<file path="src/rtl/connect4_pkg.sv">
// rtl/connect4_pkg.sv - shared constants and FSM encoding for the Connect-4 win detector
package connect4_pkg;

  localparam int BOARD_DIM = 4;
  localparam int NUM_LINES = 10;

  localparam logic [1:0]  NONE       = 2'b00;
  localparam logic [1:0]  P1         = 2'b01;
  localparam logic [1:0]  P2         = 2'b10;
  localparam logic [15:0] BOARD_FULL = 16'hFFFF;
  localparam logic [3:0]  LAST_LINE  = 4'(NUM_LINES - 1);

  typedef enum logic [1:0] {
    IDLE = 2'b00,
    SCAN = 2'b01,
    OVER = 2'b10
  } state_t;

endpackage

</file>
<file path="src/rtl/win_detector_if.sv">
// rtl/win_detector_if.sv - move request and scan result signals between game logic and win detector
interface win_detector_if;

  logic        start;
  logic [15:0] in_gameboard;
  logic [15:0] in_players_cells;
  logic        busy;
  logic        done;
  logic [1:0]  winner;
  logic        draw;
  logic        game_over;
  logic [15:0] win_mask;

  modport master (
    output start, in_gameboard, in_players_cells,
    input  busy, done, winner, draw, game_over, win_mask
  );

  modport slave (
    input  start, in_gameboard, in_players_cells,
    output busy, done, winner, draw, game_over, win_mask
  );

endinterface

</file>
<file path="src/rtl/win_detector_line_lut.sv">
// rtl/win_detector_line_lut.sv - line index to 16-bit cell mask for the 4x4 board
module win_line_lut (
  input  logic [3:0]  line_idx,
  output logic [15:0] mask
);

  always_comb begin
    mask = 16'h0000;
    case (line_idx)
      4'd0: mask = 16'h000F;
      4'd1: mask = 16'h00F0;
      4'd2: mask = 16'h0F00;
      4'd3: mask = 16'hF000;
      4'd4: mask = 16'h1111;
      4'd5: mask = 16'h2222;
      4'd6: mask = 16'h4444;
      4'd7: mask = 16'h8888;
      4'd8: mask = 16'h8421;
      4'd9: mask = 16'h1248;
      default: mask = 16'h0000;
    endcase
  end

endmodule

</file>
<file path="src/rtl/win_detector.sv">
// rtl/win_detector.sv - snapshots the board on each accepted move and scans one win line per clock
module win_detector
  import connect4_pkg::*;
(
  input  logic           clk,
  input  logic           reset,
  win_detector_if.slave  bus
);

  state_t      state, state_n;
  logic [15:0] snap_gb, snap_gb_n;
  logic [15:0] snap_pc, snap_pc_n;
  logic [3:0]  line_idx, line_idx_n;
  logic        done_r, done_n;
  logic [1:0]  winner_r, winner_n;
  logic        draw_r, draw_n;
  logic        game_over_r, game_over_n;
  logic [15:0] win_mask_r, win_mask_n;

  logic [15:0] line_mask;
  logic        line_full;
  logic        line_p1;
  logic        line_p2;

  win_line_lut u_lut (
    .line_idx (line_idx),
    .mask     (line_mask)
  );

  // An all-zero mask would trivially match, so it is excluded explicitly.
  assign line_full = (line_mask != 16'h0000) && ((snap_gb & line_mask) == line_mask);
  assign line_p1   = line_full && ((snap_pc & line_mask) == 16'h0000);
  assign line_p2   = line_full && ((snap_pc & line_mask) == line_mask);

  always_ff @(posedge clk) begin
    if (!reset) begin
      state       <= IDLE;
      snap_gb     <= '0;
      snap_pc     <= '0;
      line_idx    <= '0;
      done_r      <= 1'b0;
      winner_r    <= NONE;
      draw_r      <= 1'b0;
      game_over_r <= 1'b0;
      win_mask_r  <= '0;
    end else begin
      state       <= state_n;
      snap_gb     <= snap_gb_n;
      snap_pc     <= snap_pc_n;
      line_idx    <= line_idx_n;
      done_r      <= done_n;
      winner_r    <= winner_n;
      draw_r      <= draw_n;
      game_over_r <= game_over_n;
      win_mask_r  <= win_mask_n;
    end
  end

  always_comb begin
    state_n     = state;
    snap_gb_n   = snap_gb;
    snap_pc_n   = snap_pc;
    line_idx_n  = line_idx;
    done_n      = 1'b0;
    winner_n    = winner_r;
    draw_n      = draw_r;
    game_over_n = game_over_r;
    win_mask_n  = win_mask_r;

    case (state)
      IDLE: begin
        if (bus.start) begin
          snap_gb_n  = bus.in_gameboard;
          snap_pc_n  = bus.in_players_cells;
          line_idx_n = 4'd0;
          state_n    = SCAN;
        end
      end
      SCAN: begin
        if (line_p1 || line_p2) begin
          winner_n    = line_p1 ? P1 : P2;
          win_mask_n  = line_mask;
          game_over_n = 1'b1;
          done_n      = 1'b1;
          state_n     = OVER;
        end else if (line_idx == LAST_LINE) begin
          done_n = 1'b1;
          if (snap_gb == BOARD_FULL) begin
            draw_n      = 1'b1;
            game_over_n = 1'b1;
            state_n     = OVER;
          end else begin
            state_n = IDLE;
          end
        end else begin
          line_idx_n = line_idx + 4'd1;
        end
      end
      OVER: begin
        state_n = OVER;
      end
      default: state_n = IDLE;
    endcase
  end

  assign bus.busy      = (state == SCAN);
  assign bus.done      = done_r;
  assign bus.winner    = winner_r;
  assign bus.draw      = draw_r;
  assign bus.game_over = game_over_r;
  assign bus.win_mask  = win_mask_r;

endmodule
</file>
<file path="src/flat_wrapper.sv">
// flat-port wrapper written by rule: the top's interface ports become plain ports
module win_detector_flat import connect4_pkg::*;
  (clk, reset, bus_start, bus_in_gameboard, bus_in_players_cells, bus_busy, bus_done, bus_winner, bus_draw, bus_game_over, bus_win_mask);
  win_detector_if bus_i ();
  input  logic clk;
  input  logic reset;
  input wire logic [$bits(bus_i.start)-1:0] bus_start;
  input wire logic [$bits(bus_i.in_gameboard)-1:0] bus_in_gameboard;
  input wire logic [$bits(bus_i.in_players_cells)-1:0] bus_in_players_cells;
  output wire logic [$bits(bus_i.busy)-1:0] bus_busy;
  output wire logic [$bits(bus_i.done)-1:0] bus_done;
  output wire logic [$bits(bus_i.winner)-1:0] bus_winner;
  output wire logic [$bits(bus_i.draw)-1:0] bus_draw;
  output wire logic [$bits(bus_i.game_over)-1:0] bus_game_over;
  output wire logic [$bits(bus_i.win_mask)-1:0] bus_win_mask;
  assign bus_i.start = bus_start;
  assign bus_i.in_gameboard = bus_in_gameboard;
  assign bus_i.in_players_cells = bus_in_players_cells;
  assign bus_busy = bus_i.busy;
  assign bus_done = bus_i.done;
  assign bus_winner = bus_i.winner;
  assign bus_draw = bus_i.draw;
  assign bus_game_over = bus_i.game_over;
  assign bus_win_mask = bus_i.win_mask;
  win_detector u_core (.clk(clk), .reset(reset), .bus(bus_i));
endmodule
</file>
<file path="config.mk">
export PLATFORM = sky130hd
export DESIGN_NAME = win_detector_flat
export DESIGN_NICKNAME = d
export VERILOG_FILES = /design/src/rtl/connect4_pkg.sv /design/src/rtl/win_detector_if.sv /design/src/rtl/win_detector_line_lut.sv /design/src/rtl/win_detector.sv /design/src/flat_wrapper.sv
export SDC_FILE = /design/constraint.sdc
export NUM_CORES = 1
export LEC_CHECK = 0
export CORE_MARGIN = 4
export CORE_UTILIZATION = 53
export DETAILED_ROUTE_END_ITERATION = 7
export PLACE_DENSITY = 0.8
export SLEW_MARGIN = 20
export SYNTH_ARGS = -nofsm -noshare
export SYNTH_HDL_FRONTEND = slang
export SYNTH_SLANG_ARGS = --single-unit
</file>
<file path="constraint.sdc">
create_clock -name clk -period 2.8 [get_ports clk]
set_input_delay 0.56 -clock clk [delete_from_list [all_inputs] [get_ports clk]]
set_output_delay 0.56 -clock clk [all_outputs]
set_load 0.05 [all_outputs]
</file>
Word-level counts from Yosys, hierarchy flattened
Memory sizes are Yosys's and may differ from the RTL's. A register that Yosys moved wholly into a read port is not among the register bits.
Index checks and enable logic that the tools add are counted.

cells by class
  add/sub/neg operators = 1
  equal/unequal tests = 10
  multiplexer cells = 17
  bitwise operators = 3
  reduce and logical (&&, ||, !) cells = 17

operators by type and width
  kind                  number
  $and 16x16->16        2
  $eq 16x16->1          2
  $mux 4                5
  $eq 16x16->1 const B  1
  $logic_not 16->1      1
  $reduce_bool 16->1    1
  $mux 2                5
  $pmux 4 s2            1
  $reduce_and 2->1      4
  $reduce_and 4->1      2
  $ne 2x2->1 const B    3
  $pmux 2 s3            1
  $reduce_bool 2->1     3
  $mux 1                5
  $add 4x1->4 const B   1
  $eq 4x4->1 const B    1
  $logic_and 1x1->1     3
  $ne 3x1->1 const B    1
  $reduce_and 3->1      1
  $eq 2x1->1 const B    1
  $eq 2x2->1 const B    1
  $logic_not 2->1       1
  $logic_or 1x1->1      1
  $not 1->1             1

word-level totals
  register bits after elaboration = 59
  ROM bits = 256
  input bits = 35
  output and inout bits = 22
  word-level logic and storage cells = 58
  memories kept = 1

memories
  memory            words  bits a word  read ports  clocked after memory_dff  wr ports  RTL line                    source
  (name not given)  16     16           1           1                         0         win_detector_line_lut.sv:9  case (line_idx)

Longest topological paths before layout
Gate-level depths: netlist of the first run.

  depth in word-level cells = 9
  gate-level depth with buffers = 10
  depth with buffers taken out = 9

Cells and area by module
From an unflattened synthesis of the first run, not the netlist that was laid out.

second synthesis, totals
  cells, all modules = 343
  area, all modules = 3012.9 sq um

by module, submodules not included
  module        times used  cells each  area each (sq um)  seq. area each (sq um)
  win_detector  1           307         2747.6             1181.1
  win_line_lut  1           36          265.3              0.0

Worst setup path before layout of the first run
OpenSTA, ideal clock, no wires.

  kind = flip-flop to flip-flop
  start point = register u_core.u_lut.mask[9] (netlist name)
  end point = register u_core.u_lut.mask[3] (netlist name)
  setup time = 0.083 ns
  arrival = 2.352 ns
  data required time = 2.717 ns
  path slack = 0.365 ns
  stages on the path, launching flop included = 11
  path buffers = 1
  period minus slack after synthesis = 2.435 ns
  cell sequence = dfxtp_1 > inv_1 > o22ai_1 > or4_4 > a2111o_1 > buf_6 > nand2_4 > mux2_4 > inv_4 > nand3_2 > o221ai_1

between the ends
  word-level cells in the longest chain between the ends = 9
  elaborated cells on any way between the ends = 14
  those cells by class = 3 x eq/ne; 2 x mux; 2 x bitwise; 7 x reduce/logical

RTL lines
  item                                         RTL line                                source
  $and 16x16->16                               win_detector.sv:31                      assign line_full = (line_mask != 16'h0000) && ((snap_gb & line_mask) == line_mask);
  $eq 16x16->1                                 win_detector.sv:31
  $logic_and 1x1->1                            win_detector.sv:31
  $logic_and 1x1->1, on equally long branches  win_detector.sv:32, win_detector.sv:33
  $logic_or 1x1->1 *                           win_detector.sv:80                      if (line_p1 || line_p2) begin
  $ne 2x2->1 (no source line) *                --
  $reduce_and 4->1 (no source line) *          --
  $mux 4 (no source line) * (2 in series)      --

Every way passes the cells marked *; elsewhere a longest branch is shown, timed or not.
A chain may end at the register's enable or synchronous reset.

Final worst setup path of the first run
  start point = register u_core.u_lut.mask[9] (netlist name)
  end point = register u_core.u_lut.mask[3] (netlist name)

between the ends
  word-level cells in the longest chain between the ends = 9
  elaborated cells on any way between the ends = 14
  those cells by class = 3 x eq/ne; 2 x mux; 2 x bitwise; 7 x reduce/logical

RTL lines
  item                                         RTL line
  $and 16x16->16                               win_detector.sv:31
  $eq 16x16->1                                 win_detector.sv:31
  $logic_and 1x1->1                            win_detector.sv:31
  $logic_and 1x1->1, on equally long branches  win_detector.sv:32, win_detector.sv:33
  $logic_or 1x1->1 *                           win_detector.sv:80
  $ne 2x2->1 (no source line) *                --
  $reduce_and 4->1 (no source line) *          --
  $mux 4 (no source line) * (2 in series)      --

Marked as above.

==> metrics, run 1 <==
status complete, no violations; pre-CTS setup slack 0.147 ns; fraction of layout cells with a size suffix above 1 ~12%; worst setup path class register to register; setup slack after layout between 0.1 and 0.15 ns; synthesized flop and latch total 75; CP Data Required Time 3.06 ns; Filler cells 498; final std cells w/o fill 523; VDD IR max 0.356 mV; Total Routing Usage GR 22.6%; PwrDens 534 nW/um^2; Async SR Flop Fraction 0%; number of remaining DRC errors 0; vias in the first global route 2815; met3 Usage GRT under 10%; TritonCTS buffer count 9; largest net degree at the start of global routing 35; mapped cell area 3350 um^2; fmax 376 MHz; Distinct cells, synth 49; met1 Track Usage GR 28.9%; GRT Residual Overflow 0; TritonCTS Sinks between 70 and 80; Post-CTS Hold Buffers 0; post-synthesis sequential area ratio 44.8%; Clock Root Buffer clkbuf_8; Rel. slew slack 61.2%; Starting Density 55.7%; HPWL after DPL approximately 6100 um; post-layout utilization of the core a little over two thirds; Antenna diodes 0; max_cap viols 0; die area 7670 um^2; post-synth top area cell dfxtp_1; share of the synthesized area in the top cell type 44.8%; design area 4220 um^2; DRT antenna net count 0; CTS tree built; area of the multi-input gates roughly 1700 um^2; final net count 480; grt met2 use 37.3%; die width roughly 88 um; Final setup viols 0; clock latency at the later pin of the worst-skew pair 0.34 ns; CORE AREA 6030 um^2; crit path launch type register; First-pass DRT Iterations 4; CTS H-tree depth 3; CP Capture Type register; Period Utilization, post-route 95.1%; Most Crowded Layer GR met2; num rows 28; Boundary Pins 57; buffers added on ports 56; worst-path maximum fanout 8; via count 2929; Register Area around 1500 um^2; Placed Area 4010 um^2; Setup Skew 0.0114 ns; Synth Instances 383; Placed Cells 506; Starting DRT DRC Count between 100 and 150; DR vias/cell approximately 5.6; Avg Inst Size Synth 8.76 um^2; area delta synth->final 25.8%; Synth Warn # 0; fin. max-slew vios 0; initial antenna violation count 0; Top FF cell, synth dfxtp_1; clk slew on worst S/H paths around 0.08 ns; Tightest Pin Transition between 0.5 and 0.6 ns; Syn Nets 420; Fin Setup TNS 0 ns; commonest non-fill, non-tap cells in the layout 77 x nand2_1, 75 x dfxtp_1, 56 x clkdlybuf4s50_1; min-delay worst type register to register; RSZ-0062 raised after global routing false; CTS max path bufs 2; drt total wl 8330 um; most common cell after layout, fill and taps aside nand2_1; Post-synth EDFFs 0; Arr. time, crit path slightly below 3 ns; Min Clock Period, post-route 2.66 ns; first-pass GRT wire length 13400 um; ranking of synthesized cells by area dfxtp_1 45%, nand2_1 8.6%, a21boi_0 7.8%; Placer Congestion roughly 0.89; Hold Violations, Final 0; Leak 1.64 nW; wire length per cell 15.9 um; Die H 87.6 um
## final cells by class
type / instances / share of cell area (%)
multi-input cells: 273 / 40.4
flip-flops and latches: 75 / 35.6
repair buffers: 67 / 15.5
clock buffers: 10 / 3.02
well taps: 75 / 2.22
inverters: 17 / 1.63
clock inverters: 6 / 1.57
## cell usage after synthesis (2+ instances only)
cell type,instances
inv_1,14
o22ai_1,6
nand3_2,3
and3_1,6
xnor2_2,4
ha_1,2
mux2i_1,8
nand2_1,77
nor4_1,4
or2_2,2
inv_4,2
o221ai_1,3
o2111a_1,4
nor2_1,20
buf_6,2
clkbuf_1,15
nor3_2,2
nand2b_1,14
a221oi_1,4
o21ai_0,2
dfxtp_1,75
a21oi_1,15
nand3_1,6
nand4_1,9
a22o_1,4
a21boi_0,35
nor2b_1,23
## per-stage QoR
| step | power (mW) | hold slack (ns) |
|---|---|---|
| after floorplan | 1.34 | 0.451 |
| after global placement | 1.45 | 0.452 |
| after detailed placement | 1.46 | 0.471 |
| after CTS | 2.25 | 0.481 |
| after global routing | 2.35 | 0.515 |
| final | 2.25 | 0.472 |
## report_power, final
part | total [mW] | internal (mW) | switching, mW
registers | 1.17 | 1.11 | 0.0530
logic | 0.274 | 0.139 | 0.135
clock network | 0.812 | 0.412 | 0.400
total | 2.25 | 1.66 | 0.588
## path summary, 6_finish.rpt
path / slack, ns / startpoint / cells past startpoint / end
setup reg to reg: 0.14 / u_core.u_lut.mask[9] / 9 / u_core.u_lut.mask[3]
hold / removal: 0.47 / u_core.bus.winner[0] / 2 / u_core.bus.winner[0]
setup / recovery: 0.14 / u_core.u_lut.mask[9] / 9 / u_core.u_lut.mask[3]
hold reg to reg: 0.47 / u_core.bus.winner[0] / 2 / u_core.bus.winner[0]
## kinds of logic (layout without fill, tap and decap cells)
group | Yosys count | in the layout | share of synthesized area (%)
buffers and inverters | 35 | 100 | 4.55
DFF | 75 | 75 | 44.8
and+or+nand+nor | 177 | 177 | 27.0
adders and majority gates | 2 | 2 | 0.746
muxes | 9 | 9 | 2.83
xor gates and xnor gates | 4 | 4 | 1.94
AOI/OAI and AO/OA | 81 | 81 | 18.2
## routing by layer
metal	part of all wire (%)	routed length (um)	up-vias
met5	0	0	-
met4	1.6	131	0
met3	6.8	563	15
met2	48	4010	104
met1	44	3630	1372
li1	-	-	1438
## what timing repair did
item,4_1_cts,5_1_grt
setup buffers,0,1
gates resized for setup,0,2
setup endpoints to repair,0,10
## registers in the layout (all words and copies together) (netlist names)
name                  flops
u_core.bus.draw           1
u_core.state              2
u_core.snap_pc           16
u_core.bus.winner         2
u_core.bus.win_mask      16
u_core.snap_gb           16
u_core.line_idx           4
u_core.bus.game_over      1
u_core.bus.done           1
u_core.u_lut.mask        16
## critical path, cell delays in order, from the launching register on
cell and delay (ns):
dfxtp_1 0.35, inv_1 0.14, o22ai_1 0.09, or4_4 0.56
a2111o_1 0.47, nand2_4 0.11, mux2_4 0.36, inv_4 0.11
nand3_2 0.17, o221ai_1 0.22
Note: power is estimated with default switching activity, not from simulation.
==> run 2: changes to the inputs <==
--- a/config.mk
+++ b/config.mk
@@ -8,6 +8,7 @@
 export CORE_MARGIN = 4
 export CORE_UTILIZATION = 53
 export DETAILED_ROUTE_END_ITERATION = 7
+export HOLD_SLACK_MARGIN = 0.06
 export PLACE_DENSITY = 0.8
 export SLEW_MARGIN = 20
 export SYNTH_ARGS = -nofsm -noshare
==> results of run 2 <==
The final DEF is identical to that of run 1; final timing and power are the same.
